`src/rtl/alu_exec_unit.sv`:
```
// alu_exec_unit: multi-cycle execute stage that sits after the 8-bit accumulator
// register file. Ops that finish in one cycle share the same IDLE -> EXEC -> WB
// sequence as the iterative SHL (one bit per cycle) and MUL (shift-add). All
// write-back controls are registered and are valid only during WB.
module alu_exec_unit #(
    parameter int RAW       = 3,
    parameter int MUL_ITERS = 8
) (
    input  logic           clk,
    input  logic           reset,
    input  logic           ex_start,
    input  logic [2:0]     ex_op,
    input  logic [RAW-1:0] ex_dst,
    input  logic [7:0]     ex_acc_i,
    input  logic [7:0]     ex_read_i,
    output logic           ex_busy,
    output logic           ex_done,
    output logic           ex_carry,
    output logic           ex_zero,
    output logic [RAW-1:0] rf_write_addr,
    output logic           rf_write_en,
    output logic [7:0]     rf_write_val,
    output logic           rf_reset_acc
);

    localparam logic [1:0] S_IDLE = 2'd0;
    localparam logic [1:0] S_EXEC = 2'd1;
    localparam logic [1:0] S_WB   = 2'd2;

    localparam logic [2:0] OP_ADD = 3'b000;
    localparam logic [2:0] OP_SUB = 3'b001;
    localparam logic [2:0] OP_AND = 3'b010;
    localparam logic [2:0] OP_OR  = 3'b011;
    localparam logic [2:0] OP_XOR = 3'b100;
    localparam logic [2:0] OP_SHL = 3'b101;
    localparam logic [2:0] OP_MUL = 3'b110;
    localparam logic [2:0] OP_CLR = 3'b111;

    // Counter must hold both the MUL iteration count and a 3-bit shift amount.
    localparam int CW = ($clog2(MUL_ITERS + 1) > 3) ? $clog2(MUL_ITERS + 1) : 3;

    logic [1:0]     r_state;
    logic [2:0]     r_op;
    logic [RAW-1:0] r_dst;
    logic [7:0]     r_a;
    logic [7:0]     r_b;
    logic [CW-1:0]  r_cnt;
    logic [15:0]    r_prod;
    logic [15:0]    r_mcand;
    logic [7:0]     r_mplier;

    logic           r_done;
    logic           r_carry;
    logic           r_zero;
    logic [RAW-1:0] r_waddr;
    logic           r_wen;
    logic [7:0]     r_wval;
    logic           r_rst_acc;

    logic [8:0]     w_sum;
    logic [8:0]     w_diff;
    logic [15:0]    w_prod_next;
    logic           w_shl_active;
    logic [7:0]     w_result;
    logic           w_carry;
    logic [CW-1:0]  w_cnt_init;

    assign ex_busy       = (r_state != S_IDLE);
    assign ex_done       = r_done;
    assign ex_carry      = r_carry;
    assign ex_zero       = r_zero;
    assign rf_write_addr = r_waddr;
    assign rf_write_en   = r_wen;
    assign rf_write_val  = r_wval;
    assign rf_reset_acc  = r_rst_acc;

    // EXEC length chosen at accept: SHL by B[2:0] (at least one cycle), MUL fixed.
    always_comb begin
        w_cnt_init = CW'(1);
        if (ex_op == OP_SHL) begin
            if (ex_read_i[2:0] != 3'd0) begin
                w_cnt_init = CW'(ex_read_i[2:0]);
            end
        end else if (ex_op == OP_MUL) begin
            w_cnt_init = CW'(MUL_ITERS);
        end
    end

    // Result/carry of the current EXEC cycle; for SHL/MUL this is one iteration step.
    always_comb begin
        w_sum        = {1'b0, r_a} + {1'b0, r_b};
        w_diff       = {1'b0, r_a} - {1'b0, r_b};
        w_prod_next  = r_prod + (r_mplier[0] ? r_mcand : 16'd0);
        w_shl_active = (r_b[2:0] != 3'd0);
        w_result     = 8'd0;
        w_carry      = r_carry;
        case (r_op)
            OP_ADD: begin
                w_result = w_sum[7:0];
                w_carry  = w_sum[8];
            end
            OP_SUB: begin
                w_result = w_diff[7:0];
                w_carry  = w_diff[8];
            end
            OP_AND: w_result = r_a & r_b;
            OP_OR:  w_result = r_a | r_b;
            OP_XOR: w_result = r_a ^ r_b;
            OP_SHL: begin
                if (w_shl_active) begin
                    w_result = {r_a[6:0], 1'b0};
                    w_carry  = r_a[7];
                end else begin
                    w_result = r_a;
                end
            end
            OP_MUL: begin
                w_result = w_prod_next[7:0];
                w_carry  = (w_prod_next[15:8] != 8'd0);
            end
            default: begin
                w_result = 8'd0;
                w_carry  = 1'b0;
            end
        endcase
    end

    // Control FSM, operand latches, iteration state and registered write-back outputs.
    always_ff @(posedge clk) begin
        if (reset) begin
            r_state   <= S_IDLE;
            r_op      <= 3'd0;
            r_dst     <= '0;
            r_a       <= 8'd0;
            r_b       <= 8'd0;
            r_cnt     <= '0;
            r_prod    <= 16'd0;
            r_mcand   <= 16'd0;
            r_mplier  <= 8'd0;
            r_done    <= 1'b0;
            r_carry   <= 1'b0;
            r_zero    <= 1'b0;
            r_waddr   <= '0;
            r_wen     <= 1'b0;
            r_wval    <= 8'd0;
            r_rst_acc <= 1'b0;
        end else begin
            case (r_state)
                S_IDLE: begin
                    if (ex_start) begin
                        r_op     <= ex_op;
                        r_dst    <= ex_dst;
                        r_a      <= ex_acc_i;
                        r_b      <= ex_read_i;
                        r_cnt    <= w_cnt_init;
                        r_prod   <= 16'd0;
                        r_mcand  <= {8'd0, ex_acc_i};
                        r_mplier <= ex_read_i;
                        r_state  <= S_EXEC;
                    end
                end
                S_EXEC: begin
                    if (r_cnt <= CW'(1)) begin
                        r_state   <= S_WB;
                        r_done    <= 1'b1;
                        r_carry   <= w_carry;
                        r_zero    <= (w_result == 8'd0);
                        r_wval    <= w_result;
                        r_wen     <= (r_op != OP_CLR);
                        r_rst_acc <= (r_op == OP_CLR);
                        r_waddr   <= (r_op == OP_CLR) ? '0 : r_dst;
                    end else begin
                        r_cnt    <= r_cnt - CW'(1);
                        r_a      <= w_result;
                        r_prod   <= w_prod_next;
                        r_mcand  <= {r_mcand[14:0], 1'b0};
                        r_mplier <= {1'b0, r_mplier[7:1]};
                    end
                end
                S_WB: begin
                    r_state   <= S_IDLE;
                    r_done    <= 1'b0;
                    r_wen     <= 1'b0;
                    r_rst_acc <= 1'b0;
                    r_waddr   <= '0;
                    r_wval    <= 8'd0;
                end
                default: r_state <= S_IDLE;
            endcase
        end
    end

endmodule

```
`config.mk`:
```
export PLATFORM = sky130hd
export DESIGN_NAME = alu_exec_unit
export DESIGN_NICKNAME = d
export VERILOG_FILES = /design/src/rtl/alu_exec_unit.sv
export SDC_FILE = /design/constraint.sdc
export NUM_CORES = 1
export LEC_CHECK = 0
export ABC_AREA = 1
export CAP_MARGIN = 0
export CORE_UTILIZATION = 40
export DETAILED_ROUTE_END_ITERATION = 10
export SYNTH_ARGS = -nofsm -noshare
export SYNTH_HDL_FRONTEND = slang
export SYNTH_SLANG_ARGS = --single-unit
```
`constraint.sdc`:
```
create_clock -name clk -period 3.6 [get_ports clk]
set_input_delay 0.72 -clock clk [delete_from_list [all_inputs] [get_ports clk]]
set_output_delay 0.72 -clock clk [all_outputs]
set_load 0.02 [all_outputs]
```
### Word level (Yosys, flattened, before mapping)

Cells that the tools add are included.

* add/sub/neg operators: 4
* $lt $le $gt $ge: 1
* equality and inequality tests: 16
* muxes and demuxes: 37
* bitwise logic cells: 4
* reductions and logical operators: 16

Operators with widths (number)
* $mux W16: 5
* $pmux W16 S2: 2
* $pmux W8 S7: 1
* $mux W8: 6
* $pmux W8 S2: 3
* $eq A3 B3 Y1 const B: 6
* $add A16 B16 Y16: 1
* $mux W4: 4
* $add A8 B8 Y9: 1
* $mux W3: 3
* $sub A8 B8 Y9: 1
* $and A8 B8 Y8: 1
* $logic_not A8 Y1: 1
* $ne A2 B2 Y1 const B: 4
* $or A8 B8 Y8: 1
* $pmux W4 S2: 1
* $reduce_and A2 Y1: 4
* $reduce_bool A8 Y1: 1
* $xor A8 B8 Y8: 1
* $eq A3 B2 Y1 const B: 2
* $pmux W1 S2: 3
* $pmux W3 S2: 1
* $reduce_bool A2 Y1: 3
* $reduce_bool A3 Y1: 2
* other kinds (16): 20

* register bits after elaboration: 84
* input port bits: 25
* output and inout port bits: 17
* word-level logic and storage cells: 94

### Depth between registers and ports, before layout

Gate-level depths: netlist (run 1).

* depth in word-level cells: 5
* depth in mapped cells: 20

### Worst setup path before layout (run 1)

OpenSTA, ideal clock, no wires.

* path type: register to register
* start point: register r_mplier[0]
* end point: register r_zero, in the netlist ex_zero
* setup time: 0.067 ns
* arrival time: 2.214 ns
* required time: 3.533 ns
* setup slack: 1.319 ns
* cell stages (with the launch flop): 16
* buffers on the path: 2
* period minus slack after synthesis: 2.281 ns
* cell sequence: dfxtp_1 clkbuf_1 clkbuf_1 nand2_1 inv_1 ha_1 nand2_1 inv_1 nand2_2 nand3_2 or2_2 nand3_1 nand4_1 nor2_1 nand3_1 a21oi_2

* longest elaborated chain between the ends: 4

RTL lines
* start: declaration: RTL line 50 `logic [7:0] r_mplier;`
* start signal: assignment: RTL line 158 `r_mplier <= ex_read_i;`
* start signal: assignment: RTL line 177 `r_mplier <= {1'b0, r_mplier[7:1]};`
* $mux W16: RTL line 93 `w_prod_next = r_prod + (r_mplier[0] ? r_mcand : 16'd0);`
* $add A16 B16 Y16: RTL line 93
* $pmux W8 S7: RTL line 97 `case (r_op)`
* $logic_not A8 Y1: RTL line 167 `r_zero <= (w_result == 8'd0);`
* end signal: assignment: RTL line 167
* end: declaration: RTL line 54 `logic r_zero;`

Every way passes these cells.
A chain may end at the register's enable or synchronous reset.

### Worst setup path after layout (run 1)

* start point: register r_cnt[0]
* end point: register r_prod[13]

* longest elaborated chain between the ends: 3

RTL lines
* start: declaration: RTL line 47 `logic [CW-1:0] r_cnt;`
* start signal: assignment: RTL line 155 `r_cnt <= w_cnt_init;`
* start signal: assignment: RTL line 173 `r_cnt <= r_cnt - CW'(1);`
* $le A4 B1 Y1: RTL line 163 `if (r_cnt <= CW'(1)) begin`
* $ne A2 B2 Y1 (no source line)
* $reduce_and A3 Y1 (no source line)
* end signal: assignment: RTL line 175 `r_prod <= w_prod_next;`
* end: declaration: RTL line 48 `logic [15:0] r_prod;`

Every way passes these cells.

==> metrics.txt, run 1 <==
status=finished clean; initial antenna violation count=0; Antenna Cells=0; hold path depth=2; Worst Hold Class=reg -> reg; via count=between 5k and 6k; post-CTS setup buffers=0; Die Y=roughly 120 um; Clock Sinks=between 80 and 90; PostCTS Resize Cnt=0; Worst Tran Pin Value=a little over 0.6 ns; area delta synth->final=15.12%; Netlist cell types=46; syn_area_per_cell=roughly 6.6 um2; max-slew violation count=0; drc violations=0; max_cap viols=0; first-pass iteration count of the detailed router=5; starting density of the core=between 40% and 50%; Die Wd=approximately 120 um; Data arrival, critical path=between 3 and 4 ns; internal reg-to-reg setup slack=~0.73 ns; critical path fanouts, max=20; Syn Nets=a little over 900; root buf cell=clkbuf_16; I/O pins=42; WS Path Type=reg -> reg; Worst Hold Path EP=r_dst[2]; Rel. slew slack=just under 60%; startpoint of the worst hold path=r_dst[2]; worst skew pair latency=about 0.34 ns; Post-layout nets=approximately 950; GRT Util Overall=23.56%; Fin. Hold Viols=0; CTS Buffer Depth=2; Max VDD drop=about 0.24 mV; row count=between 40 and 50; Reg-to-Reg End=r_prod[13]; share of cells above drive strength 1=around 6.4%; CTS tree=built; number of CTS-inserted buffers=9; vias in the first global route=5200; leak pwr=3.004 nW; Final TNS setup=0 ns; largest net degree at the start of global routing=39; drt initial violations=between 400 and 500; routed wire length=roughly 16 mm; Synth Instances=849; dpl hpwl=between 10 and 15 mm; register bit total from synthesis=84; hold-fix buffer count after cts=0; Setup crit end kind=flop; Setup crit start kind=flop; post-route ant nets=0; fin util=around 48%; post-synthesis sequential area ratio=between 30% and 40%; RSZ-0062 raised after global routing=no; WL/cell=between 15 and 20 um; top post-synthesis cells by area=dfxtp_1 30%, nand2_1 15%, ha_1 9.2%; setup violators final=0; Core Box Area=around 13000 um2; pwr dens=approximately 420 nW/um2; FMAX=347.9 MHz; R2R depth=10; min Tclk post-route=about 2.9 ns; fin crit share=approximately four fifths; cell type with the highest aggregate area in the netlist=dfxtp_1; H-tree depth=3; worst r2r src=r_cnt[0]; CP required=just under 4 ns; crit path from=r_cnt[0]; gp weighted congestion=about 0.89; post-synth top area share=a little under a third; post-synthesis cell area=~5600 um2; clk slew on worst S/H paths=about 0.06 ns; Die ar.=roughly 14000 um2; vias per cell=approximately 5.2; fillers=between 1k and 1.5k; YS warnings=0; global-route wire length before repair=26.59 mm; Port Buffers=41; clock skew=between 0.009 and 0.01 ns; global route total overflow=0
## state kept, by name (all words and copies together) (netlist names), 2 cells and up
signal         cells
rf_write_addr      3
r_cnt              4
r_a                8
r_dst              3
r_mplier           8
r_mcand           16
r_b                8
r_state            2
r_op               3
r_prod            16
rf_write_val       8
## worst max-delay path, stage by stage, from the launching register on
cell and delay, ns:
dfxtp_1 0.38, inv_1 0.08, ha_1 0.22, o21ai_1 0.21, clkinv_1 0.14, nor2_4 0.31, inv_1 0.16, nor2_2 0.48
inv_1 0.47, a21oi_1 0.24, a31o_2 0.12
## through the flow
step	hold slack, ns	instance area (um2)	power, mW	cells	setup slack [ns]
6_report	0.4546	6450	2.741	1057	0.7259
5_1_grt	0.4849	6450	2.870	1057	0.5005
4_1_cts	0.4591	6450	2.743	1057	0.7658
3_5_place_dp	0.4504	6122	1.730	1041	0.7199
3_3_place_gp	0.4423	6122	1.734	1041	0.8011
2_1_floorplan	0.4295	5603	1.526	849	1.319
## cell usage in the layout, fill, tap and decap left out, types with 4 or more instances in the layout
| cell type | synthesis | final |
|---|---|---|
| a21oi_1 | 44 | 44 |
| o22ai_1 | 15 | 15 |
| nor2_4 | 4 | 4 |
| nor2_1 | 53 | 53 |
| nor2_2 | 4 | 4 |
| dfxtp_1 | 84 | 84 |
| nor3_1 | 6 | 6 |
| inv_1 | 123 | 123 |
| o21ai_1 | 7 | 7 |
| clkbuf_16 | 0 | 9 |
| clkdlybuf4s50_1 | 0 | 41 |
| or2_1 | 4 | 4 |
| nand3_1 | 80 | 80 |
| o211ai_1 | 5 | 5 |
| ha_1 | 41 | 41 |
| xor2_1 | 4 | 4 |
| a31oi_1 | 13 | 13 |
| a32o_1 | 5 | 5 |
| inv_2 | 11 | 11 |
| nand2_1 | 217 | 217 |
| nand3_2 | 5 | 5 |
| nand4_1 | 15 | 15 |
| o21ai_0 | 48 | 48 |
## synthesized netlist by cell type, drive strengths merged
library cell	number
a211oi	1
a21oi	47
a221oi	1
a22oi	1
a31o	1
a31oi	13
a32o	5
and2	2
buf	18
clkbuf	11
clkinv	2
dfxtp	84
fa	3
ha	41
inv	135
nand2	220
nand3	85
nand3b	1
nand4	15
nor2	61
nor3	7
o211ai	5
o21ai	55
o21bai	1
o221ai	3
o22ai	15
o31ai	3
o32ai	1
or2	7
xnor2	1
xor2	4
## how the worst max path moves through the flow
stage | endpoint | slack [ns] | cells past startpoint
after floorplan | ex_zero | 1.32 | 15
after global placement | r_prod[13] | 0.80 | 5
after detailed placement | r_prod[13] | 0.72 | 5
after CTS | r_prod[13] | 0.77 | 10
after global routing | ex_zero | 0.50 | 16
final | r_prod[13] | 0.73 | 10
## layout make-up
type                            count  area (um2)  area share [%]
Tap cell                          176       220.2           3.414
Multi-Input combinational cell    599        3249           50.38
Sequential cell                    84        1682           26.07
Clock buffer                       11       242.7           3.763
Timing Repair Buffer               45       452.9           7.022
Clock inverter                      5       85.08           1.319
Inverter                          137       518.0           8.031
## power breakdown
group | internal [mW] | leakage [nW] | switching, mW
Clock | 0.630 | 0.156 | 0.392
Combinational | 0.220 | 2.16 | 0.446
Sequential | 0.993 | 0.685 | 0.0598
## logic make-up after synthesis
| group | synth area share [%] |
|---|---|
| AOI/OAI and AO/OA | 15.74 |
| xor gates and xnor gates | 0.7816 |
| adders and majority gates | 10.23 |
| buffers and inverters | 11.99 |
| DFF | 30.01 |
| and+or+nand+nor | 31.24 |
## per-layer routing
layer / vias up / share of wire (%) / track usage, %
li1: 2833 / - / -
met1: 2506 / 48 / 32.25
met2: 179 / 45 / 38.25
met3: 20 / 6.0 / 3.113
met4: 0 / 1.4 / 7.485
met5: - / 0 / 0
No activity file was read; power rests on OpenSTA's default activity.
==> run 2: changes to the inputs <==
==> constraint.sdc (replaced) <==
create_clock -name clk -period 2.8 [get_ports clk]
set_input_delay 0.56 -clock clk [delete_from_list [all_inputs] [get_ports clk]]
set_output_delay 0.56 -clock clk [all_outputs]
set_load 0.02 [all_outputs]
==> run 2 against run 1 <==
Against the previous run:
- sequential share of layout area decreased by 0.093 points
- utilization increased by 0.28 points
- setup slack got worse by 0.41 ns
- final cell count increased by 0.66%
- global-route usage increased by 0.87 points
- clock skew decreased by 0.0021 ns
- clock power increased by 26%
- sequential power increased by 29%
- routed wire length increased by 2.4%
- largest power group unchanged
- highest routed layer unchanged
==> metrics.txt, run 2 (synthesis results as in run 1) <==
max-slew violation count=0 (unchanged); Clock Sinks=84 (unchanged); post-route ant nets=0 (unchanged); RSZ-0062 raised after global routing=no (unchanged); Antenna Cells=0 (unchanged); FMAX=403.3 MHz (was 347.9 MHz); Net Switching=1.146 mW (was 898.2 uW); clock network fraction of total power=36.7% (was 37.3%); most frequent cells in the layout=217 x nand2_1, 123 x inv_1, 83 x dfxtp_1, 80 x nand3_1, 52 x nor2_1 (was 217 x nand2_1, 123 x inv_1, 84 x dfxtp_1, 80 x nand3_1, 53 x nor2_1); Rel. slew slack=48.70% (was 58.43%); max_cap viols=0 (unchanged); PostCTS Resize Cnt=0 (unchanged); Comb pwr share=24.9% (was 24.3%); fin crit share=88.55% (was 79.84%); Fin. Hold Viols=0 (unchanged); CTS Buffer Depth=2 (unchanged); M3 GR Usage=4.481% (was 3.113%); gp weighted congestion=0.8829 (was 0.8899); hold-fix buffer count after cts=0 (unchanged); row count=42 (unchanged); Core Box Area=13450 um2 (unchanged); GRT Util Overall=24.43% (was 23.56%); Die ar.=14480 um2 (unchanged); share of cells above drive strength 1=7.207% (was 6.356%); drt initial violations=340 (was 420); starting density of the core=41.65% (unchanged); min Tclk post-route=2.479 ns (was 2.874 ns); commonest non-fill, non-tap cell in the layout=nand2_1 (unchanged); Port Buffers=41 (unchanged); setup violators final=0 (unchanged); root buf cell=clkbuf_16 (unchanged); worst skew pair latency=0.34 ns (about the same); clock skew=0.007598 ns (was 0.009714 ns); Setup crit end kind=flop (unchanged); sw frac=32.53% (was 32.77%); H-tree depth=3 (unchanged); internal power=2.377 mW (was 1.843 mW); global route total overflow=0 (unchanged); met2 usage=39.19% (was 38.25%); via count=5566 (was 5538); Max VDD drop=0.3707 mV (was 0.2365 mV); top flop regs=r_mcand x16, r_prod x16 (unchanged); Die Y=120.4 um (unchanged); Reg power frac=38.3% (was 38.4%); busiest grt layer=met2 (unchanged); status=finished clean (unchanged); dpl hpwl=13.12 mm (was 12.74 mm); met1 Track Usage GR=33.29% (was 32.25%); I/O pins=42 (unchanged); Die Wd=120.4 um (unchanged); largest net degree at the start of global routing=33 (was 39); fillers=1473 (was 1453); Final TNS setup=0 ns (unchanged); Data arrival, critical path=2.73 ns (was 3.16 ns); Post-layout nets=952 (was 945); CP required=3.05 ns (was 3.89 ns); Worst Tran Pin Value=0.7678 ns (was 0.6228 ns); area delta synth->final=15.79% (was 15.12%); routed wire length=16.89 mm (was 16.49 mm); WL/cell=15.87 um (was 15.60 um); vias per cell=5.231 (was 5.239); post-CTS setup buffers=0 (unchanged); Worst Hold Class=reg -> reg (unchanged); leak pwr=3.032 nW (was 3.004 nW); Min Hold Slack=0.4595 ns (was 0.4546 ns); first-pass iteration count of the detailed router=5 (unchanged); initial antenna violation count=0 (unchanged); WS Path Type=reg -> reg (unchanged); global-route wire length before repair=27.07 mm (was 26.59 mm); vias in the first global route=5160 (was 5200); clk slew on worst S/H paths=0.06 ns (about the same); Setup crit start kind=flop (unchanged); number of CTS-inserted buffers=9 (unchanged); CTS tree=built (unchanged); drc violations=0 (unchanged); critical path fanouts, max=30 (was 20); pwr dens=543.0 nW/um2 (was 425.0 nW/um2)
-- run 2: cell types whose count changed in the layout (fill, tap and decap cells not counted), sizes merged --
cell / before / now
buf: 4 / 11
clkbuf: 11 / 12
clkinv: 4 / 3
-- run 2: power groups by stage --
| stage | sequential [mW] | clock, mW | combinational, mW |
|---|---|---|---|
| finish | 1.35 | 1.29 | 0.878 |
| global route | 1.36 | 1.36 | 0.976 |
| CTS | 1.35 | 1.32 | 0.871 |
| detailed placement | 1.37 | 0 | 0.867 |
| global placement | 1.37 | 0 | 0.866 |
| floorplan | 1.37 | 0 | 0.596 |
-- run 2: path summary, 6_finish.rpt --
check	start	end	slack, ns	cells past startpoint
setup / recovery	r_cnt[1]	r_a[5]	0.32	8
hold / removal	r_dst[2]	r_dst[2]	0.46	2
setup reg to reg	r_cnt[1]	r_a[5]	0.32	8
hold reg to reg	r_dst[2]	r_dst[2]	0.46	2
-- run 2: worst max-delay path: stages (launching register included) --
cell and delay (ns):
dfxtp_1 0.32, inv_1 0.10, ha_1 0.21, o21ai_1 0.12, clkinv_1 0.09, nor2_4 0.05
nor2_4 0.59, nand2_1 0.55, o211ai_1 0.34
-- run 2: per-stage QoR --
| step | utilization, % | worst slack [ns] | power (mW) | area [um2] | std cells |
|---|---|---|---|---|---|
| global placement | 45.81 | 0.05644 | 2.241 | 6162 | 1048 |
| detailed placement | 45.81 | 0.06203 | 2.240 | 6162 | 1048 |
| global route | 48.22 | 0.04121 | 3.696 | 6487 | 1064 |
| floorplan | - | 0.5189 | 1.962 | 5603 | 849 |
| CTS | 48.18 | 0.2104 | 3.544 | 6481 | 1064 |
| finish | 48.22 | 0.3206 | 3.523 | 6487 | 1064 |
-- run 2: layout make-up --
| cell class | instances | area [um2] | area share, % |
|---|---|---|---|
| inverter | 137 | 518.0 | 7.985 |
| multi-input combinational | 599 | 3252 | 50.13 |
| sequential | 84 | 1685 | 25.98 |
| clock buffer | 12 | 246.5 | 3.799 |
| tap | 176 | 220.2 | 3.394 |
| timing repair buffer | 52 | 493.0 | 7.599 |
| clock inverter | 4 | 72.57 | 1.119 |
-- run 2: per-layer routing --
layer  wire length [um]  part of all wire [%]  vias to the layer above
met1               8176                    48                     2545
met5                  0                     0                        -
met2               7622                    45                      157
met4                243                   1.4                        0
li1                   -                     -                     2842
met3                846                   5.0                       22
